===== config.mk =====
export PLATFORM = sky130hd
export DESIGN_NAME = hazard_fwd_unit
export DESIGN_NICKNAME = d
export VERILOG_FILES = /design/src/rtl/core_pkg.sv /design/src/rtl/hz_match.sv /design/src/rtl/hazard_fwd_unit.sv
export SDC_FILE = /design/constraint.sdc
export NUM_CORES = 1
export LEC_CHECK = 0
export BUFFER_PORTS_ARGS = -buffer_cell sky130_fd_sc_hd__buf_4
export CAP_MARGIN = 20
export CORE_MARGIN = 2
export CORE_UTILIZATION = 25
export DETAILED_ROUTE_END_ITERATION = 7
export PLACE_DENSITY_LB_ADDON = 0.2
export REMOVE_ABC_BUFFERS = 1
export SLEW_MARGIN = 20
export SYNTH_ARGS = -nofsm -noshare
export SYNTH_HDL_FRONTEND = slang
export SYNTH_HIERARCHICAL = 1
export SYNTH_SLANG_ARGS = --single-unit

===== constraint.sdc =====
create_clock -name clk -period 2.9 [get_ports clk]
set_input_delay 0.29 -clock clk [delete_from_list [all_inputs] [get_ports clk]]
set_output_delay 0.29 -clock clk [all_outputs]
set_load 0.01 [all_outputs]

===== src/rtl/core_pkg.sv =====
`default_nettype none
// ============================================================================
//  Module      : core_pkg
//  Description : Shared types and constants for the MIPS hazard/forwarding
//                logic: forward-select encoding and scoreboard entry layout.
//  Revision    : 1.0 - initial release
// ============================================================================
package core_pkg;

    // Widest register address / readiness index a scoreboard entry can hold.
    localparam int SB_AW_MAX = 8;
    localparam int SB_RDY_W  = 8;

    localparam int FWD_RF = 0;

    function automatic int FWD_STAGE(input int s);
        return s + 1;
    endfunction

    typedef struct packed {
        logic                valid;
        logic                wr;
        logic [SB_AW_MAX-1:0] rw;
        logic [SB_RDY_W-1:0]  rdy;
    } sbEntry_t;

endpackage
`default_nettype wire


===== src/rtl/hz_match.sv =====
`default_nettype none
// ============================================================================
//  Module      : hz_match
//  Description : Youngest-producer search over the scoreboard for one source
//                operand; yields hit, forward select and not-ready flag.
//  Revision    : 1.0 - initial release
// ============================================================================
module hz_match
    import core_pkg::*;
#(
    parameter int DEPTH = 3,
    parameter int AW    = 5,
    parameter int FW    = $clog2(DEPTH + 1)
) (
    input  sbEntry_t [DEPTH-1:0] sb,
    input  logic [AW-1:0]        addr,
    input  logic                 used,
    input  logic [FW-1:0]        loStage,
    input  logic                 slack,
    output logic                 hit,
    output logic [FW-1:0]        sel,
    output logic                 notReady
);

    logic w_srcValid;

    assign w_srcValid = used && (addr != '0);

    // Scan oldest to youngest so the youngest match overwrites older ones.
    always_comb begin
        hit      = 1'b0;
        sel      = FW'(FWD_RF);
        notReady = 1'b0;
        for (int s = DEPTH - 1; s >= 0; s--) begin
            if (w_srcValid && (s >= int'(loStage)) && sb[s].valid && sb[s].wr &&
                (sb[s].rw == SB_AW_MAX'(addr))) begin
                hit      = 1'b1;
                sel      = (s >= int'(sb[s].rdy)) ? FW'(FWD_STAGE(s)) : FW'(FWD_RF);
                notReady = (s + int'(slack)) < int'(sb[s].rdy);
            end
        end
    end

endmodule
`default_nettype wire


===== src/rtl/hazard_fwd_unit.sv =====
`default_nettype none
// ============================================================================
//  Module      : hazard_fwd_unit
//  Description : Scoreboard-based stall/bubble/flush and forwarding control
//                for ID-stage branch and EX-stage ALU consumers.
//  Revision    : 1.0 - initial release
// ============================================================================
module hazard_fwd_unit
    import core_pkg::*;
#(
    parameter int DEPTH    = 3,
    parameter int AW       = 5,
    parameter int LOAD_RDY = 2,
    parameter int CNT_W    = 32,
    parameter int FW       = $clog2(DEPTH + 1)
) (
    input  logic             clk,
    input  logic             rst,
    input  logic             id_valid,
    input  logic [AW-1:0]    id_rs,
    input  logic [AW-1:0]    id_rt,
    input  logic             id_rs_used,
    input  logic             id_rt_used,
    input  logic             id_wr,
    input  logic [AW-1:0]    id_rw,
    input  logic             id_is_load,
    input  logic             id_is_branch,
    input  logic             br_taken,
    output logic             stall,
    output logic             bubble,
    output logic             if_flush,
    output logic [FW-1:0]    id_fwd_a,
    output logic [FW-1:0]    id_fwd_b,
    output logic [FW-1:0]    ex_fwd_a,
    output logic [FW-1:0]    ex_fwd_b,
    output logic [CNT_W-1:0] stall_cnt
);

    sbEntry_t [DEPTH-1:0] r_sb;
    logic [AW-1:0]        r_exRs;
    logic [AW-1:0]        r_exRt;
    logic                 r_exRsUsed;
    logic                 r_exRtUsed;
    logic [CNT_W-1:0]     r_stallCnt;

    logic                 w_idAHit, w_idANr, w_idBHit, w_idBNr;
    logic                 w_exAHit, w_exANr, w_exBHit, w_exBNr;
    logic [FW-1:0]        w_idASel, w_idBSel, w_exASel, w_exBSel;
    logic                 w_stall;
    logic                 w_slackId;
    sbEntry_t             w_idEntry;
    logic                 w_unusedEx;

    // Branches consume operands in ID, one stage earlier than ALU ops.
    assign w_slackId = ~id_is_branch;

    hz_match #(.DEPTH(DEPTH), .AW(AW), .FW(FW)) u_idA (
        .sb       (r_sb),
        .addr     (id_rs),
        .used     (id_rs_used),
        .loStage  (FW'(0)),
        .slack    (w_slackId),
        .hit      (w_idAHit),
        .sel      (w_idASel),
        .notReady (w_idANr)
    );

    hz_match #(.DEPTH(DEPTH), .AW(AW), .FW(FW)) u_idB (
        .sb       (r_sb),
        .addr     (id_rt),
        .used     (id_rt_used),
        .loStage  (FW'(0)),
        .slack    (w_slackId),
        .hit      (w_idBHit),
        .sel      (w_idBSel),
        .notReady (w_idBNr)
    );

    // Stage 0 is the EX instruction itself, so EX searches start at MEM.
    hz_match #(.DEPTH(DEPTH), .AW(AW), .FW(FW)) u_exA (
        .sb       (r_sb),
        .addr     (r_exRs),
        .used     (r_exRsUsed),
        .loStage  (FW'(1)),
        .slack    (1'b0),
        .hit      (w_exAHit),
        .sel      (w_exASel),
        .notReady (w_exANr)
    );

    hz_match #(.DEPTH(DEPTH), .AW(AW), .FW(FW)) u_exB (
        .sb       (r_sb),
        .addr     (r_exRt),
        .used     (r_exRtUsed),
        .loStage  (FW'(1)),
        .slack    (1'b0),
        .hit      (w_exBHit),
        .sel      (w_exBSel),
        .notReady (w_exBNr)
    );

    assign w_unusedEx = &{1'b0, w_exAHit, w_exANr, w_exBHit, w_exBNr};

    // Outputs are forced low while reset is held, independent of ID inputs.
    assign w_stall  = rst & id_valid & ((w_idAHit & w_idANr) | (w_idBHit & w_idBNr));
    assign stall    = w_stall;
    assign bubble   = w_stall;
    assign if_flush = rst & id_valid & id_is_branch & br_taken & ~w_stall;
    assign id_fwd_a = rst ? w_idASel : FW'(FWD_RF);
    assign id_fwd_b = rst ? w_idBSel : FW'(FWD_RF);
    assign ex_fwd_a = rst ? w_exASel : FW'(FWD_RF);
    assign ex_fwd_b = rst ? w_exBSel : FW'(FWD_RF);
    assign stall_cnt = r_stallCnt;

    always_comb begin
        w_idEntry       = '0;
        w_idEntry.valid = id_valid;
        w_idEntry.wr    = id_wr;
        w_idEntry.rw    = SB_AW_MAX'(id_rw);
        w_idEntry.rdy   = id_is_load ? SB_RDY_W'(LOAD_RDY) : '0;
    end

    always_ff @(posedge clk or negedge rst) begin
        if (!rst) begin
            r_sb       <= '0;
            r_exRs     <= '0;
            r_exRt     <= '0;
            r_exRsUsed <= 1'b0;
            r_exRtUsed <= 1'b0;
            r_stallCnt <= '0;
        end else begin
            for (int s = 1; s < DEPTH; s++) begin
                r_sb[s] <= r_sb[s-1];
            end
            r_sb[0] <= w_stall ? sbEntry_t'('0) : w_idEntry;

            if (w_stall) begin
                r_exRsUsed <= 1'b0;
                r_exRtUsed <= 1'b0;
            end else begin
                r_exRs     <= id_rs;
                r_exRt     <= id_rt;
                r_exRsUsed <= id_rs_used;
                r_exRtUsed <= id_rt_used;
            end

            if (w_stall && (r_stallCnt != '1)) begin
                r_stallCnt <= r_stallCnt + CNT_W'(1);
            end
        end
    end

endmodule
`default_nettype wire


# Word level (Yosys, flattened, before mapping)
# Index checks and enable logic that the tools add are counted.
# word_totals
elab_cells	119
output_inout_bits	43
ram_bits	0
in_bits	24
latchBits	0
regBits	98
n_memories	0
romBits	0
# op_classes
n_mux	33
order_cmp	6
n_reduce_logical	39
addsub	3
bitwise_logic	10
shift	0
multipliers	0
div_mod_pow	0
eq_ne	11
# op_table
cell	n
$eq 8x5->1	10
$lt 32x9->1	2
$logic_and 1x1->1	35
$mux 2	17
$add 32x1->32 const B	1
$ne 32x32->1 const B	1
$reduce_bool 5->1	4
$mux 18	1
$ge 1x8->1 const A	2
$mux 1	15
$ge 2x8->1 const A	1
$lt 1x8->1	1
$and 1x1->1	7
$add 2x1->3 const A	1
$add 1x1->2 const A	1
$not 1->1	2
$or 1x1->1	1

# Logic depth before layout (Yosys ltp)
# Gate-level depths: netlist of the first run.
# logic_depth
word_depth	13
mapped_depth	11
mapped_depth_nobuf	11

# Hierarchy
# Netlist of the first run, hierarchy kept.
# modules_own_cells
mod	n_inst	cells_each	area_per_inst_um2	seq_area_each_um2
hazard_fwd_unit	1	219	2825.2	1701.6
hz_match	4	61	410.4	0.0

# Least setup slack after synthesis of the first run
# No wires, ideal clock.
# synth_timing
path_kind	input -> register
startpoint	in id_rs[1]
endpoint	reg r_stallCnt[20], in the netlist stall_cnt[20]
path_buffers	0
arrival_time_ps	2506
setup_ps	122
slack_ps	272
cell_stages	10
path_cell_list	or4_4 > o21ai_2 > or3_4 > inv_2 > or3_1 > a22oi_1 > nor4b_4 > o211a_1 > and2b_1 > xnor2_1
# synth_between
elab_chain_len	12
elab_cells_between_ends	24
# synth_rtl
element	line_no	source
from (decl)	hazard_fwd_unit.sv:20	input logic [AW-1:0] id_rs,
$reduce_bool 5->1	hz_match.sv:27	assign w_srcValid = used && (addr != '0);
$logic_and 1x1->1	hz_match.sv:27	
$logic_and 1x1->1 (3 in a row)	hz_match.sv:35	if (w_srcValid && (s >= int'(loStage)) && sb[s].valid && sb[s].wr &&
$mux 1 (2 in a row)	hz_match.sv:35	
$mux 1 (*)	hz_match.sv:35	
net w_idAHit	hazard_fwd_unit.sv:46	logic w_idAHit, w_idANr, w_idBHit, w_idBNr;
$and 1x1->1 (*)	hazard_fwd_unit.sv:105	assign w_stall = rst & id_valid & ((w_idAHit & w_idANr) | (w_idBHit & w_idBNr));
$or 1x1->1 (*)	hazard_fwd_unit.sv:105	
$and 1x1->1 (*)	hazard_fwd_unit.sv:105	
$logic_and 1x1->1 (*)	hazard_fwd_unit.sv:147	if (w_stall && (r_stallCnt != '1)) begin
to (signal assigned)	hazard_fwd_unit.sv:148	r_stallCnt <= r_stallCnt + CNT_W'(1);
to (decl)	hazard_fwd_unit.sv:44	logic [CNT_W-1:0] r_stallCnt;
# Mark *: on every way through the listed nets, which the timed path passes. The rest lies on a longest branch.
# A chain may end at the register's enable or synchronous reset.

# Worst setup path in the final report of the first run
# layout_timing
startpoint	in id_rs[1]
endpoint	out if_flush
# layout_between
elab_chain_len	13
elab_cells_between_ends	25
# layout_rtl
element	line_no	source
$reduce_bool 5->1	hz_match.sv:27	
$logic_and 1x1->1	hz_match.sv:27	
$logic_and 1x1->1 (3 in a row)	hz_match.sv:35	
$mux 1 (2 in a row)	hz_match.sv:35	
$mux 1 (*)	hz_match.sv:35	
net w_idAHit	hazard_fwd_unit.sv:46	
$and 1x1->1 (*)	hazard_fwd_unit.sv:105	
$or 1x1->1 (*)	hazard_fwd_unit.sv:105	
$and 1x1->1 (*)	hazard_fwd_unit.sv:105	
$not 1->1 (*)	hazard_fwd_unit.sv:108	assign if_flush = rst & id_valid & id_is_branch & br_taken & ~w_stall;
$and 1x1->1 (*)	hazard_fwd_unit.sv:108	
to (decl)	hazard_fwd_unit.sv:31	output logic if_flush,
# Marks and branches as above.

==> results_dict.tcl, run 1 <==
set metrics [dict create \
    max_freq_mhz 348 \
    worstPathRequired_ns 2.61 \
    ios 67 \
    wl_per_cell_um 13.6 \
    swShare 0.239 \
    hold_viol 0 \
    min_period_ns 2.87 \
    overflow 0 \
    critPathMaxStageDelay_ns 0.56 \
    cp_slowest_cell "or4_4" \
    slew_headroom 0.650 \
    cts_tree "done" \
    path_buf_inv 5 \
    max_cap_violations 0 \
    start_util 0.253 \
    setup_viol 0 \
    maxSlewViolCount 0 \
    power.switching_uw 589 \
    end_kind "output pin" \
    peakVddDrop_uv 354 \
    rsz0062_at_grt "true" \
    cts_made_buffers 9 \
    arrival_ns 2.58 \
    track_usage 0.145 \
    cts_max_level 3 \
    drtIter0Drc 118 \
    fin_crit_sh 0.990 \
    grt_antenna_before_repair 0 \
    hold_path.class "in -> reg" \
    dpl_cell_area_um2 5830 \
    yosys_warnings 6 \
    drive_above_1_share 0.268 \
    final_core_util 0.374 \
    crit_chain "buf_4 > or4_4 > o21ai_4 > or3_4 > inv_2 > or3_4 > a22o_1 > buf_4 > buf_4 > nor3_2 > buf_4" \
    critPathLaunchType "input port" \
    p_per_area_nw_per_um2 386 \
    netlist_area_um2 4310 \
    worst_pin_slew_ns 0.520 \
    rows 48 \
    grt_pass1_vias 3921 \
    die_h_um 135 \
    outcome "completed" \
    timing.hold.ws_ns 0.155 \
    core_um2 17100 \
    skew_ns 0.0135 \
    combinationalPowerShare 0.106 \
    avgSynthCellArea_um2 9.86 \
    synth_cells 437 \
    power_frac_seq 0.417 \
    nets 717 \
    fp.dieArea_um2 18300 \
    layout_common_cells "conb_1 (138), buf_4 (106), dfrtp_1 (62), xnor2_1 (60), nor2_1 (32)" \
    insertion_delay_ns 0.34 \
    route.detailed.drc 0 \
    cts_sinks 68 \
    grt_max_degree 33 \
    dr.pass1.iters 4 \
    antenna_left 0 \
    via_per_inst 4.13 \
    p_int_uw 1870 \
    criticalPathCategory "in -> out" \
    cts.reportedPaths.clkPinSlew_ns 0.06 \
    die_x_um 135 \
    power_uw 2460 \
    dpl.hpwl_um 9790 \
    path_delay_family "simple AND/OR/NAND/NOR gates" \
    layout_commonest_cell "conb_1" \
    ctsRootBufferMaster "clkbuf_16" \
    clkPwrFrac 0.478 \
    wirelength_um 12500 \
    via_count 3794 \
    cp_common_cell "buf_4" \
    cts_buffer_depth 2 \
    p_leak_uw 0.00296 \
    diodes 0 \
    port_buffers 66 \
    finish.instance_area_um2 6370 \
    area_delta_synth_final_pct 47.9 \
    crit_fanout 4 \
    grt_pass1_wl_um 20300 \
    place.gp.congestion 0.837 \
]
[worst reg2reg max path: stages, from the launching register on]
cell and delay (ns):
dfrtp_2 0.48, xnor2_2 0.15, nand4_1 0.17, or3_4 0.38
o22a_2 0.20, a32oi_2 0.18, a22o_1 0.21, nand3_2 0.12
buf_4 0.18, a31oi_4 0.28, mux2_4 0.33
[timing repair]
item                       in CTS  in global routing
hold buffers                    1                  0
pin swaps                       9                  6
gates resized for setup        18                 12
hold endpoints to repair       17                  0
setup endpoints to repair      40                 16
setup buffers                   5                  5
[stage by stage]
stage	TNS [ns]	instances	worst slack (ns)
after floorplan	0	569	0.153
after global placement	-1.88	893	-0.180
after detailed placement	-2.43	893	-0.177
after CTS	0	913	0.0120
after global routing	-0.106	918	-0.0456
final	0	918	0.0276
[power by group through the flow]
| stage | sequential (µW) | combinational [µW] | clock (µW) |
|---|---|---|---|
| CTS | 1020 | 253 | 1210 |
| global route | 1030 | 296 | 1240 |
| floorplan | 1030 | 137 | 0 |
| detailed placement | 1040 | 242 | 0 |
| finish | 1020 | 261 | 1170 |
| global placement | 1040 | 240 | 0 |
[per-layer routing]
| metal | GRT usage | vias to the layer above | routed length [µm] |
|---|---|---|---|
| li1 | - | 1924 | - |
| met1 | 0.169 | 1786 | 5380 |
| met2 | 0.254 | 75 | 6250 |
| met3 | 0.0483 | 9 | 755 |
| met4 | 0.0382 | 0 | 119 |
| met5 | 0 | - | 0 |
[final timing paths]
check                                 from       endpoint  slack, ns  cells past startpoint
worst max-delay path              id_rs[1]       if_flush       0.03                     11
worst min-delay path            id_is_load        r_sb[1]       0.15                      2
worst max register to register    r_sb[28]   stall_cnt[1]       0.10                     10
worst min register to register    r_sb[26]       r_sb[44]       0.46                      0
max in group asynchronous              rst       r_sb[26]       1.37                      4
min in group asynchronous              rst  stall_cnt[19]       0.37                      2
[cell type report]
cell class                 count  area (µm²)
clock buffer                  12         246
sequential                    68        1710
inverter                      10        37.5
multi-input combinational    491        3190
fill                        1776       10700
clock inverter                 2        60.1
tap                          225         282
timing repair buffer         110         848
[registers in the layout, indices dropped and copies added, names as in the netlist]
| signal | flops |
|---|---|
| stall_cnt | 32 |
| r_sb | 24 |
| r_exRs | 5 |
| r_exRt | 5 |
| r_exRsUsed | 1 |
| r_exRtUsed | 1 |
No activity file was read; power rests on OpenSTA's default activity.
==> run 2, diff against run 1 <==
--- a/config.mk
+++ b/config.mk
@@ -9,6 +9,7 @@
 export CAP_MARGIN = 20
 export CORE_MARGIN = 2
 export CORE_UTILIZATION = 25
+export CTS_BUF_LIST = sky130_fd_sc_hd__clkbuf_8 sky130_fd_sc_hd__clkbuf_16
 export DETAILED_ROUTE_END_ITERATION = 7
 export PLACE_DENSITY_LB_ADDON = 0.2
 export REMOVE_ABC_BUFFERS = 1
==> run 2 against run 1 <==
Combinational power is essentially flat. Sequential cell count is the same. Critical endpoint unchanged. Setup slack about the same. Register-to-register slack is essentially flat. Design area did not move. Hold slack hardly changed.
==> results_dict.tcl, run 2 (synthesized netlist as in run 1, its figures left out) <==
set metrics [dict create \
    wl_per_cell_um 13.6 \
    r2r_start "r_sb[28]" \
    worst_slack_ns 0.0276 \
    start_util 0.253 \
    min_from "id_is_load" \
    rows 48 \
    p_per_area_nw_per_um2 385 \
    grt_pass1_vias 3921 \
    dpl.hpwl_um 9790 \
    worstPathRequired_ns 2.61 \
    overflow 0 \
    place_ws_ns -0.177 \
    grt_pass1_wl_um 20300 \
    drive_above_1_share 0.268 \
    worst_pin_slew_ns 0.520 \
    grt_antenna_before_repair 0 \
    port_buffers 66 \
    cts_made_buffers 9 \
    timing.hold.ws_ns 0.155 \
    fp.dieArea_um2 18300 \
    slew_headroom 0.650 \
    ctsRootBufferMaster "clkbuf_16" \
    cts_sinks 68 \
    setup_viol 0 \
    dr.pass1.iters 4 \
    drtIter0Drc 118 \
    max_cap_violations 0 \
    skew_ns 0.0135 \
    layout_common_cells "conb_1 (138), buf_4 (106), dfrtp_1 (62), xnor2_1 (60), nor2_1 (32)" \
    grt_max_degree 33 \
    hold_viol 0 \
    insertion_delay_ns 0.34 \
    arrival_ns 2.58 \
    via_per_inst 4.13 \
    nFillCells 1776 \
    min_period_ns 2.87 \
    diodes 0 \
    maxSlewViolCount 0 \
    ios 67 \
    rsz0062_at_grt "true" \
    critPathLaunchType "input port" \
    fin_crit_sh 0.990 \
    via_count 3788 \
    cts_max_level 3 \
    track_usage 0.145 \
    nets 717 \
    place.gp.congestion 0.837 \
    layout_commonest_cell "conb_1" \
    crit_start "id_rs[1]" \
    cts_tree "done" \
    tns_ns 0 \
    area_delta_synth_final_pct 47.9 \
    end_kind "output pin" \
    outcome "completed" \
    peakVddDrop_uv 354 \
    route.detailed.drc 0 \
    die_h_um 135 \
    antenna_left 0 \
    largest_register_ffs 32 \
    cts_buffer_depth 2 \
    core_um2 17100 \
    p_leak_uw 0.00297 \
    crit_fanout 4 \
    die_x_um 135 \
    max_freq_mhz 348 \
    cts.reportedPaths.clkPinSlew_ns 0.06 \
    hold_path.class "in -> reg" \
    wirelength_um 12500 \
    criticalPathCategory "in -> out" \
]
run 2: worst paths after layout:
check                           endpoint  slack, ns  depth (start not counted)
setup / recovery                if_flush       0.03                         11
hold / removal                   r_sb[1]       0.15                          2
setup reg to reg            stall_cnt[1]       0.10                         10
hold reg to reg                 r_sb[44]       0.46                          0
max in group asynchronous       r_sb[26]       1.37                          4
min in group asynchronous  stall_cnt[19]       0.37                          2
run 2: routing by layer:
layer	global-route usage	vias to the layer above	wire length, µm
met3	0.0483	7	743
met1	0.169	1784	5400
met2	0.254	73	6250
li1	-	1924	-
met5	0	-	0
met4	0.0382	0	109
run 2: power by group:
part	leakage (µW)	switching [µW]	internal, µW	total [µW]
logic	0.00196	132	128	261
registers	0.000850	48.9	976	1020
clock network	0.000157	408	760	1170
total	0.00297	589	1860	2450
run 2: metrics by stage:
stage          instances  cell area [µm²]  total power, µW  utilization
3_3_place_gp         893             5830             1280        0.342
5_1_grt              918             6370             2560        0.374
3_5_place_dp         893             5830             1280        0.342
6_report             918             6370             2450        0.374
4_1_cts              913             6270             2480        0.367
2_1_floorplan        569             4790             1160            -
run 2: layout make-up:
| cell class | instances | area (µm²) | area share |
|---|---|---|---|
| sequential | 68 | 1710 | 0.268 |
| tap | 225 | 282 | 0.0442 |
| inverter | 10 | 37.5 | 0.00589 |
| clock buffer | 10 | 239 | 0.0375 |
| multi-input combinational | 491 | 3190 | 0.500 |
| clock inverter | 4 | 67.6 | 0.0106 |
| timing repair buffer | 110 | 848 | 0.133 |
run 2: repair_timing:
| item | 4_1_cts | 5_1_grt |
|---|---|---|
| hold buffers | 1 | 0 |
| buffers inserted | 5 | 5 |
| resized for setup | 18 | 12 |
| pin swaps | 9 | 6 |
| setup endpoints to repair | 40 | 16 |
| endpoints found under the hold margin | 17 | 0 |
run 2: critical path: stages:
cell and delay (ns):
buf_4 0.13, or4_4 0.56, o21ai_4 0.19, or3_4 0.16, inv_2 0.03, or3_4 0.38
a22o_1 0.27, buf_4 0.14, buf_4 0.12, nor3_2 0.16, buf_4 0.14
